**src/rtl/vec_variance.sv**
```systemverilog
// rtl/vec_variance.sv - centers a vector on its mean and computes population variance
// Optional feature: define VEC_VARIANCE_SATURATE_EN to saturate instead of wrap when narrowing.
module vec_variance #(
    parameter int ARR_WIDTH = 4,
    parameter int FXP_N     = 16,
    parameter int FXP_R     = 8
) (
    input  logic                         clock,
    input  logic                         reset_n,
    input  logic                         in_valid,
    output logic                         in_ready,
    input  logic [ARR_WIDTH*FXP_N-1:0]   input_arr,
    input  logic [FXP_N-1:0]             mean_in,
    output logic                         out_valid,
    input  logic                         out_ready,
    output logic [ARR_WIDTH*FXP_N-1:0]   centered_arr,
    output logic [FXP_N-1:0]             var_out
);

    localparam int LOG2_W = $clog2(ARR_WIDTH);
    localparam int IDX_W  = (LOG2_W > 0) ? LOG2_W : 1;
    localparam int PROD_W = 2*FXP_N + 2;
    localparam int ACC_W  = PROD_W + LOG2_W;

    typedef enum logic [1:0] {
        IDLE  = 2'd0,
        ACCUM = 2'd1,
        DONE  = 2'd2
    } state_t;

    state_t                         r_state;
    logic [IDX_W-1:0]               r_idx;
    logic signed [ACC_W-1:0]        r_acc;
    logic [ARR_WIDTH*FXP_N-1:0]     r_arr;
    logic [FXP_N-1:0]               r_mean;
    logic [ARR_WIDTH*FXP_N-1:0]     r_centered;
    logic [FXP_N-1:0]               r_var;
    logic                           r_out_valid;
    logic                           r_in_ready;

    logic [FXP_N-1:0]               w_elem;
    logic signed [FXP_N:0]          w_diff;
    logic signed [PROD_W-1:0]       w_diff_ext;
    logic signed [PROD_W-1:0]       w_sq;
    logic signed [PROD_W-1:0]       w_term;
    logic signed [ACC_W-1:0]        w_acc_next;
    logic signed [ACC_W-1:0]        w_var_full;
    logic [FXP_N-1:0]               w_diff_nar;
    logic [FXP_N-1:0]               w_var_nar;

    assign w_elem     = r_arr[int'(r_idx)*FXP_N +: FXP_N];
    assign w_diff     = signed'({w_elem[FXP_N-1], w_elem}) - signed'({r_mean[FXP_N-1], r_mean});
    assign w_diff_ext = signed'({{(PROD_W-FXP_N-1){w_diff[FXP_N]}}, w_diff});
    assign w_sq       = w_diff_ext * w_diff_ext;
    assign w_term     = w_sq >>> FXP_R;
    // The square is never negative, so zero-extension into the accumulator is exact.
    assign w_acc_next = r_acc + signed'({{LOG2_W{1'b0}}, w_term});
    assign w_var_full = w_acc_next >>> LOG2_W;

`ifdef VEC_VARIANCE_SATURATE_EN
    always_comb begin
        w_diff_nar = w_diff[FXP_N-1:0];
        if (w_diff[FXP_N] != w_diff[FXP_N-1]) begin
            w_diff_nar = w_diff[FXP_N] ? {1'b1, {(FXP_N-1){1'b0}}} : {1'b0, {(FXP_N-1){1'b1}}};
        end
    end

    always_comb begin
        w_var_nar = w_var_full[FXP_N-1:0];
        if (w_var_full[ACC_W-1]) begin
            w_var_nar = '0;
        end else if (|w_var_full[ACC_W-1:FXP_N-1]) begin
            w_var_nar = {1'b0, {(FXP_N-1){1'b1}}};
        end
    end
`else
    assign w_diff_nar = w_diff[FXP_N-1:0];
    assign w_var_nar  = w_var_full[FXP_N-1:0];
`endif

    always_ff @(posedge clock) begin
        if (!reset_n) begin
            r_state     <= IDLE;
            r_idx       <= '0;
            r_acc       <= '0;
            r_arr       <= '0;
            r_mean      <= '0;
            r_centered  <= '0;
            r_var       <= '0;
            r_out_valid <= 1'b0;
            r_in_ready  <= 1'b1;
        end else begin
            case (r_state)
                IDLE: begin
                    if (in_valid) begin
                        r_arr      <= input_arr;
                        r_mean     <= mean_in;
                        r_acc      <= '0;
                        r_idx      <= '0;
                        r_in_ready <= 1'b0;
                        r_state    <= ACCUM;
                    end
                end
                ACCUM: begin
                    r_centered[int'(r_idx)*FXP_N +: FXP_N] <= w_diff_nar;
                    r_acc <= w_acc_next;
                    if (r_idx == IDX_W'(ARR_WIDTH-1)) begin
                        r_var       <= w_var_nar;
                        r_out_valid <= 1'b1;
                        r_idx       <= '0;
                        r_state     <= DONE;
                    end else begin
                        r_idx <= r_idx + IDX_W'(1);
                    end
                end
                DONE: begin
                    if (out_ready) begin
                        r_out_valid <= 1'b0;
                        r_in_ready  <= 1'b1;
                        r_state     <= IDLE;
                    end
                end
                default: begin
                    r_out_valid <= 1'b0;
                    r_in_ready  <= 1'b1;
                    r_state     <= IDLE;
                end
            endcase
        end
    end

    // Gating with reset_n keeps in_ready low during the reset cycle itself.
    assign in_ready     = r_in_ready & reset_n;
    assign out_valid    = r_out_valid;
    assign centered_arr = r_centered;
    assign var_out      = r_var;

endmodule

```
**config.mk**
```make
export PLATFORM = sky130hd
export DESIGN_NAME = vec_variance
export DESIGN_NICKNAME = d
export VERILOG_FILES = /design/src/rtl/vec_variance.sv
export SDC_FILE = /design/constraint.sdc
export NUM_CORES = 1
export LEC_CHECK = 0
export CAP_MARGIN = 5
export CORE_ASPECT_RATIO = 0.75
export CORE_UTILIZATION = 45
export CTS_CLUSTER_DIAMETER = 30
export DETAILED_ROUTE_END_ITERATION = 10
export PLACE_DENSITY = 0.73
export SKIP_CTS_REPAIR_TIMING = 1
export SLEW_MARGIN = 20
export SYNTH_ARGS = -nofsm -noshare
export SYNTH_HDL_FRONTEND = slang
export SYNTH_SLANG_ARGS = --single-unit
```
**constraint.sdc**
```tcl
create_clock -name clock -period 23.4 [get_ports clock]
set_clock_uncertainty 0.1 [all_clocks]
set_input_delay 4.68 -clock clock [delete_from_list [all_inputs] [get_ports clock]]
set_output_delay 4.68 -clock clock [all_outputs]
set_load 0.01 [all_outputs]
```
==> run metrics, run 1 <==
status=complete, but fails checks; failing checks=design-rule violations; Synth-to-Final Area Change=16.61%; post-synth top area share=approximately a quarter; Gate Count Post-Synth=~1,800; Tightest Pin Transition=roughly 0.99 ns; global route overflow=0; DR vias/cell=5.182; row cnt=around 60; Routed WL per cell=between 15 and 20 µm; Slew Limit Headroom=about a third; CP endpoint kind=flop; Total Wirelength=roughly 42 mm; WP buf/inv=7; setup_tns=0 ns; DRT Pass-1 Iters=8; RSZ-0062 raised after global routing=false; highest clock rate=approximately 88 MHz; max_cap viols=0; layout cells sized above 1=under 10%; EDFF count, synth=0; maximum buffer depth of the clock tree=2; worst flop-to-flop path endpoint=var_out[13]; Clock Sinks=184; CP max stage delay=0.96 ns; Seq cells post-synth=between 150 and 200; Critical-path top delay cell=dfxtp_1; CP most frequent cell=fa_1; critical path type=flop to flop; I/O Pins=roughly 170; max-slew violation count=0; post-synthesis cell type count=60; DRC Markers=4; placer congestion estimate=approximately 0.9; Skew-Pair Late Insertion Delay=~0.45 ns; die area=36,260 µm²; delay-heaviest family, CP=adder cells; Post-Route Utilization=53.45%; worst setup path startpoint=r_idx[1]; Via Count=approximately 12,000; antenna violations before repair=0; chip width=around 220 µm; post-synth top area cell=fa_1; Req. time, crit path=between 20 and 25 ns; top_reg_cell synth=dfxtp_1; final non-filler cell total=roughly 2,400; Worst-path clk slew=about 0.080 ns; Inst Count DP=~2,400; Core ar.=roughly 35,000 µm²; Port Buffers=165; post-DP HPWL=about 31 mm; R2R setup slack=about 12 ns; Hold Slack=0.3680 ns; Mean Syn Cell Area=8.839 µm²; arrival time worst endpoint=around 12 ns; Antenna Nets Post-Route=0; setup violators final=0; r2r worst-path depth=40; final hold viol count=0; Final Critical Period=11.40 ns; CTS tree=done; Startpoint Class=flop; r2r startpoint=r_idx[1]; most area-consuming cells after synthesis=fa_1 25%, dfxtp_1 23%, ha_1 8.3%; final period utilization=48.74%; largest net degree at the start of global routing=roughly 120; DIE HEIGHT=165.2 µm; root buffer cell=clkbuf_16; Num CTS Buffers=17; GRT Total Usage=about a quarter; register area share after synthesis=23.06%; first-pass GRT wire length=roughly 68 mm; Post-Syn Area=around 16,000 µm²; Initial Utilization=a little under half; Ys Warns=0; critical path capture point=var_out[13]; number of stages on the worst setup path=40; H-tree depth=4; vias in the first global route=13,000; async set-reset flop share out of synthesis=0%; antenna diode count=0; First DRT Iteration DRCs=approximately 830; Max FO, Critical Path=21; Min-Delay Path Class=flop to flop; syn nets=about 2,200; layout net count=between 2,000 and 2,500
cells in the mapped netlist, types with 3 or more instances:
| library cell | count |
|---|---|
| a211oi_1 | 5 |
| a21boi_0 | 103 |
| a21o_1 | 11 |
| a21oi_1 | 30 |
| a22oi_1 | 64 |
| and2_1 | 27 |
| and3_1 | 4 |
| buf_1 | 9 |
| clkbuf_1 | 71 |
| dfxtp_1 | 184 |
| fa_1 | 202 |
| ha_1 | 106 |
| inv_1 | 324 |
| inv_2 | 5 |
| mux4_2 | 16 |
| nand2_1 | 284 |
| nand2b_1 | 8 |
| nand3_1 | 27 |
| nor2_1 | 80 |
| nor2b_1 | 72 |
| nor3_1 | 14 |
| nor3b_1 | 3 |
| nor4_1 | 3 |
| o211a_1 | 3 |
| o211ai_1 | 5 |
| o21a_1 | 12 |
| o21ai_0 | 28 |
| o21ai_1 | 10 |
| o21bai_1 | 4 |
| xnor2_1 | 43 |
| xor2_1 | 13 |
layer usage:
metal  vias up  part of all wire, %  GRT usage [%]
li1       5916                    -              -
met1      6049                   44          32.82
met2       427                   46          39.17
met3        45                  8.6          5.073
met4         0                  1.7          6.723
met5         -                    0              0
cells by family after synthesis:
family | count (synthesis) | synth area share (%)
buffers and inverters | 413 | 9.721
and+or+nand+nor | 538 | 15.25
muxes | 17 | 2.319
xor gates and xnor gates | 58 | 3.274
AOI/OAI and AO/OA | 289 | 12.75
adders and majority gates | 308 | 33.62
DFF | 184 | 23.06
worst min-delay path by stage:
stage,start,to,cells past startpoint
6_report,r_arr[32],r_arr[32],2
5_1_grt,r_arr[11],r_arr[11],2
4_1_cts,r_arr[32],r_arr[32],2
3_5_place_dp,r_arr[32],r_arr[32],2
3_3_place_gp,r_arr[13],r_arr[13],2
2_1_floorplan,r_arr[32],r_arr[32],2
worst register-to-register path, delay by kind of cell (launching register included):
kind / cells / cell delay [ns]
flops: 1 / 0.96
mux: 1 / 0.42
fa+ha+maj: 10 / 4.29
simple gates: 11 / 2.51
buf+inv: 7 / 0.93
compound gates: 10 / 1.85
xor+xnor: 1 / 0.20
cells in the final DEF (no fill, tap or decap), types with 11 or more instances in the layout:
cell / count
a21boi_0: 103
a21o_1: 11
a21oi_1: 30
a22oi_1: 64
and2_1: 27
buf_4: 21
clkbuf_16: 17
clkdlybuf4s50_1: 164
dfxtp_1: 184
fa_1: 202
ha_1: 106
inv_1: 324
mux4_2: 16
nand2_1: 284
nand3_1: 27
nor2_1: 80
nor2b_1: 72
nor3_1: 12
o21a_1: 12
o21ai_0: 28
xnor2_1: 43
xor2_1: 12
state kept, by name, summed over array words and instances, names as in the netlist:
name,flops
r_mean,16
var_out,16
out_valid,1
r_state,2
centered_arr,64
r_idx,2
r_arr,64
r_in_ready,1
r_acc,18
stage by stage:
step,instance area [µm²],setup WS (ns)
finish,18630,12.00
global route,18630,11.22
CTS,18630,11.95
detailed placement,18080,12.00
global placement,18080,12.26
floorplan,15970,12.90
layout make-up:
type	count	area (µm²)
Multi-Input combinational cell	1210	10780
Inverter	332	1247
Sequential cell	184	3684
Tap cell	457	571.8
Clock inverter	12	103.9
Timing Repair Buffer	185	1799
Fill cell	3133	16220
Clock buffer	20	436.7
Power of run 1 is left out: the tool's default activity adds up to more than one toggle a clock period on the data nets, which glitch-free logic cannot reach.
==> inputs of run 2 (changes only) <==
PLACE_DENSITY = 0.75   (was 0.73)
clock period = 9.1 ns   (was 23.4 ns; I/O delays follow)
==> run 2 against run 1 <==
Compared with the run above:
- the run ends with negative setup slack left
- fmax grew 20%
- clock-buffer cell count down 3
- worst setup slack got worse by 12 ns
- critical path depth grew 1
- non-clock buffer count rose by 228
- worst hold slack lost 0.012 ns
- utilization increased by 7.9 points
- register-to-register slack got worse by 12 ns
- routed wire length grew 12%
- critical path type unchanged
- largest cell class unchanged
==> run metrics, run 2 (same netlist as run 1, synthesis figures left out) <==
status=complete, but fails checks; failing checks=negative setup slack; Worst-path clk slew=0.09 ns (about the same); delay-heaviest family, CP=adder cells; HP Start=var_out[12]; Synth-to-Final Area Change=33.85%; maximum buffer depth of the clock tree=2 (unchanged); Total Wirelength=46.43 mm (+12%); worst setup path startpoint=r_idx[0]; RSZ-0062 raised after global routing=true; CP most frequent cell=fa_1; setup violators final=10 (+10); first-pass GRT wire length=71.42 mm (+4.8%); chip width=219.5 µm (unchanged); R2R setup slack=-0.38 ns (-12.37 ns); Initial Utilization=45.84% (unchanged); DRC Markers=0 (-4); Num CTS Buffers=17 (unchanged); final period utilization=104.1% (+55 points); Critical-path top delay cell=mux4_2; Inst Count DP=2,560 (+8.1%); commonest non-fill, non-tap cell in the layout=inv_1; M3 GR Usage=4.469% (-0.60 points); grt met2 use=41.98% (+2.8 points); Max FO, Critical Path=6 (-71%); Antenna Nets Post-Route=0 (unchanged); highest clock rate=105.5 MHz (+20%); First DRT Iteration DRCs=807 (-2.9%); CP endpoint kind=flop; H-tree depth=4 (unchanged); r2r worst-path depth=41 (+2.5%); Hold Crit Endpoint=var_out[12]; Skew-Pair Late Insertion Delay=0.46 ns (about the same); placer congestion estimate=0.9265 (+2.5%); Fill cells=2,800 (-11%); DR vias/cell=5.185 (about the same); antenna diode count=0 (unchanged); Slew Limit Headroom=40.55% (+7.1 points); Min-Delay Path Class=flop to flop; GRT Total Usage=25.47% (+1.3 points); met1 usage=34.30% (+1.5 points); worst flop-to-flop path endpoint=r_acc[15]; I/O Pins=166 (unchanged); post-DP HPWL=34.94 mm (+11%); Startpoint Class=flop; Final Worst Setup Slack=-0.3758 ns (-12.37 ns); most frequent cells in the layout=290 x inv_1, 265 x nand2_1, 227 x buf_4; Req. time, crit path=9.36 ns (-14.28 ns); layout cells sized above 1=22.20% (+18 points); arrival time worst endpoint=9.73 ns (-1.92 ns); Core ar.=34,840 µm² (unchanged); DIE HEIGHT=165.2 µm (unchanged); largest net degree at the start of global routing=98 (-16%); Final Critical Period=9.476 ns (-1.929 ns); DRT Pass-1 Iters=6 (-2); CTS tree=done; r2r startpoint=r_idx[0]; GRT busiest layer=met2; die area=36,260 µm² (unchanged); max-slew violation count=0 (unchanged); Routed WL per cell=17.67 µm (+2.1%); row cnt=59 (unchanged); max_cap viols=0 (unchanged); vias in the first global route=13,720 (+5.6%); layout net count=2,550 (+9.8%); critical path type=flop to flop; Clock Sinks=184 (unchanged); final non-filler cell total=2,628 (+9.5%); Tightest Pin Transition=0.8885 ns (-0.1046 ns); Port Buffers=165 (unchanged); hold path cells=2 (unchanged); root buffer cell=clkbuf_16; CP max stage delay=0.57 ns (-0.39 ns); Via Count=13,630 (+9.6%); WP buf/inv=8 (+1); antenna violations before repair=1 (+1); final hold viol count=0 (unchanged); global route overflow=0 (unchanged)
==> run 2: cell type report <==
| class | instances | area [µm²] | share of cell area (%) |
|---|---|---|---|
| well taps | 457 | 571.8 | 2.675 |
| inverters | 332 | 1255 | 5.870 |
| clock inverters | 15 | 195.2 | 0.9130 |
| multi-input cells | 1210 | 11590 | 54.23 |
| repair buffers | 413 | 3650 | 17.07 |
| flip-flops and latches | 184 | 3687 | 17.25 |
| clock buffers | 17 | 425.4 | 1.990 |
==> run 2: routing by layer <==
layer  wire length, µm  up-vias
met5                 0        -
met4              1075        0
met3              3095       84
met2             22160      455
met1             20100     6712
li1                  -     6375
==> run 2: metrics by stage <==
step	hold WS, ns	utilization (%)	area (µm²)	setup WS (ns)	setup TNS, ns
finish	0.3561	61.36	21380	-0.3758	-2.321
detailed placement	0.3584	56.71	19760	-0.6624	-6.305
global placement	0.3499	56.71	19760	-0.3751	-2.423
floorplan	0.3402	-	16210	-0.2475	-0.8879
CTS	0.3693	58.49	20380	-0.7184	-7.406
global route	0.3831	61.36	21380	-0.7221	-8.258
==> run 2: worst reg2reg max path, delay by kind of cell, from the launching register on <==
family                   cells  cell delay [ns]
AO/OA/AOI/OAI               13             2.40
multiplexers                 1             0.57
AND/OR/NAND/NOR              7             0.80
adder cells (fa/ha/maj)      9             3.87
XOR/XNOR                     3             0.52
buffers and inverters        8             0.68
flip-flops                   1             0.41
==> run 2: worst max-delay path by stage <==
stage	to	slack, ns	cells after the start
floorplan	var_out[13]	-0.25	41
detailed placement	r_acc[15]	-0.66	37
global route	var_out[13]	-0.72	40
finish	r_acc[15]	-0.38	41
CTS	var_out[13]	-0.72	39
global placement	var_out[13]	-0.38	36
Power of run 2 is left out for the same reason.
==> inputs of run 3 (changes only) <==
CAP_MARGIN = 20   (was 5)
PLACE_DENSITY = 0.73   (was 0.75)
clock period = 9.17 ns   (was 9.1 ns; I/O delays follow)
==> run 3 against run 2 <==
Compared with the run above:
- critical path depth up 1
- first-iteration DRC count up 13%
- critical path type unchanged
- register-to-register slack worse by 0.02 ns
- global-route usage down 0.24 points
- the run still ends with negative setup slack left
- cell area down 2.0%
- worst hold slack better by 0.0079 ns
==> run metrics, run 3 (same netlist as run 1, synthesis figures left out) <==
status=complete, but fails checks; failing checks=negative setup slack; max-slew violation count=0 (unchanged); largest net degree at the start of global routing=118 (+20%); Worst-path clk slew=0.08 ns (about the same); Routed WL per cell=17.52 µm (-0.86%); DIE HEIGHT=165.2 µm (unchanged); chip width=219.5 µm (unchanged); Inst Count DP=2,534 (-1.0%); final hold viol count=0 (unchanged); Startpoint Class=flop; Tightest Pin Transition=0.9881 ns (+0.09962 ns); root buffer cell=clkbuf_16; First DRT Iteration DRCs=913 (+13%); final non-filler cell total=2,599 (-1.1%); I/O Pins=166 (unchanged); max_cap viols=0 (unchanged); CTS tree=done; Skew-Pair Late Insertion Delay=0.46 ns (about the same); antenna diode count=0 (unchanged); worst setup path startpoint=r_idx[0]; Register Area=3687 µm² (unchanged); multi-input logic area=11,380 µm² (-1.8%); global route overflow=0 (unchanged); Core ar.=34,840 µm² (unchanged); Max FO, Critical Path=6 (unchanged); DRT Pass-1 Iters=5 (-1); maximum buffer depth of the clock tree=2 (unchanged); worst flop-to-flop path endpoint=var_out[13]; Min-Delay Path Class=flop to flop; most frequent cells in the layout=303 x inv_1, 268 x nand2_1, 203 x buf_4; antenna violations before repair=0 (-1); post-DP HPWL=34.41 mm (-1.5%); R2R setup slack=-0.39 ns (-0.02 ns); H-tree depth=4 (unchanged); Critical-path top delay cell=fa_1; arrival time worst endpoint=9.83 ns (+0.10 ns); placer congestion estimate=0.9375 (+1.2%); CP endpoint kind=flop; Req. time, crit path=9.43 ns (+0.07 ns); die area=36,260 µm² (unchanged); highest clock rate=104.6 MHz (-0.91%); final period utilization=104.3% (+0.15 points); Via Count=13,460 (-1.2%); DR vias/cell=5.179 (-0.12%); DRC Markers=0 (unchanged); RSZ-0062 raised after global routing=true; r2r startpoint=r_idx[0]; vias in the first global route=13,640 (-0.60%); Synth-to-Final Area Change=31.13%; critical path capture point=var_out[13]; Slew Limit Headroom=33.85% (-6.7 points); row cnt=59 (unchanged); first-pass GRT wire length=70.48 mm (-1.3%); Port Buffers=165 (unchanged); CP most frequent cell=fa_1; Total Wirelength=45.53 mm (-1.9%); Num CTS Buffers=17 (unchanged); Clock Sinks=184 (unchanged); Antenna Nets Post-Route=0 (unchanged); Fill cells=2,969 (+6.0%); Hold Slack=0.3640 ns (+0.007913 ns); Final Worst Setup Slack=-0.3925 ns (-0.01672 ns); layout cells sized above 1=19.19% (-3.0 points); CP max stage delay=0.56 ns (about the same); layout net count=2,521 (-1.1%); critical path type=flop to flop; r2r worst-path depth=42 (+2.4%); setup violators final=9 (-1); Initial Utilization=45.84% (unchanged); commonest non-fill, non-tap cell in the layout=inv_1; Final Critical Period=9.563 ns (+0.08672 ns); GRT Total Usage=25.23% (-0.24 points)
==> run 3: area by class of cell <==
cell class	count	share of cell area [%]
Inverter	332	5.980
Multi-Input combinational cell	1210	54.35
Timing Repair Buffer	384	16.40
Clock inverter	14	0.8423
Tap cell	457	2.730
Sequential cell	184	17.60
Clock buffer	18	2.097
==> run 3: metal layers <==
layer / GRT usage [%] / vias up / part of all wire (%)
met5: 0 / - / 0
met1: 33.08 / 6615 / 43
li1: - / 6320 / -
met4: 7.197 / 0 / 2.1
met3: 6.319 / 70 / 7.6
met2: 41.27 / 455 / 47
==> run 3: per-stage QoR <==
| stage | instance area [µm²] | TNS (ns) | setup slack (ns) | utilization (%) |
|---|---|---|---|---|
| CTS | 20180 | -8.135 | -0.7587 | 57.93 |
| global route | 20950 | -8.014 | -0.7543 | 60.11 |
| detailed placement | 19570 | -7.191 | -0.7054 | 56.16 |
| finish | 20950 | -2.057 | -0.3925 | 60.11 |
| global placement | 19570 | -4.160 | -0.5010 | 56.16 |
| floorplan | 16210 | -0.6079 | -0.1775 | - |
==> run 3: worst max-delay path: cells and delay by family, from the launching register on <==
family / cells / cell delay, ns
AO/OA/AOI/OAI: 11 / 2.01
XOR/XNOR: 3 / 0.49
adder cells (fa/ha/maj): 9 / 3.85
buffers and inverters: 10 / 0.90
flip-flops: 1 / 0.41
multiplexers: 1 / 0.54
AND/OR/NAND/NOR: 8 / 1.14
==> run 3: worst min path at each step <==
stage / from / to / slack, ns / cells past startpoint
detailed placement: r_arr[32] / r_arr[32] / 0.36 / 2
global placement: r_mean[3] / r_mean[3] / 0.35 / 2
CTS: r_arr[32] / r_arr[32] / 0.37 / 2
floorplan: r_arr[32] / r_arr[32] / 0.34 / 2
global route: var_out[0] / var_out[0] / 0.39 / 2
finish: r_arr[32] / r_arr[32] / 0.36 / 2
Power of run 3 is left out for the same reason.
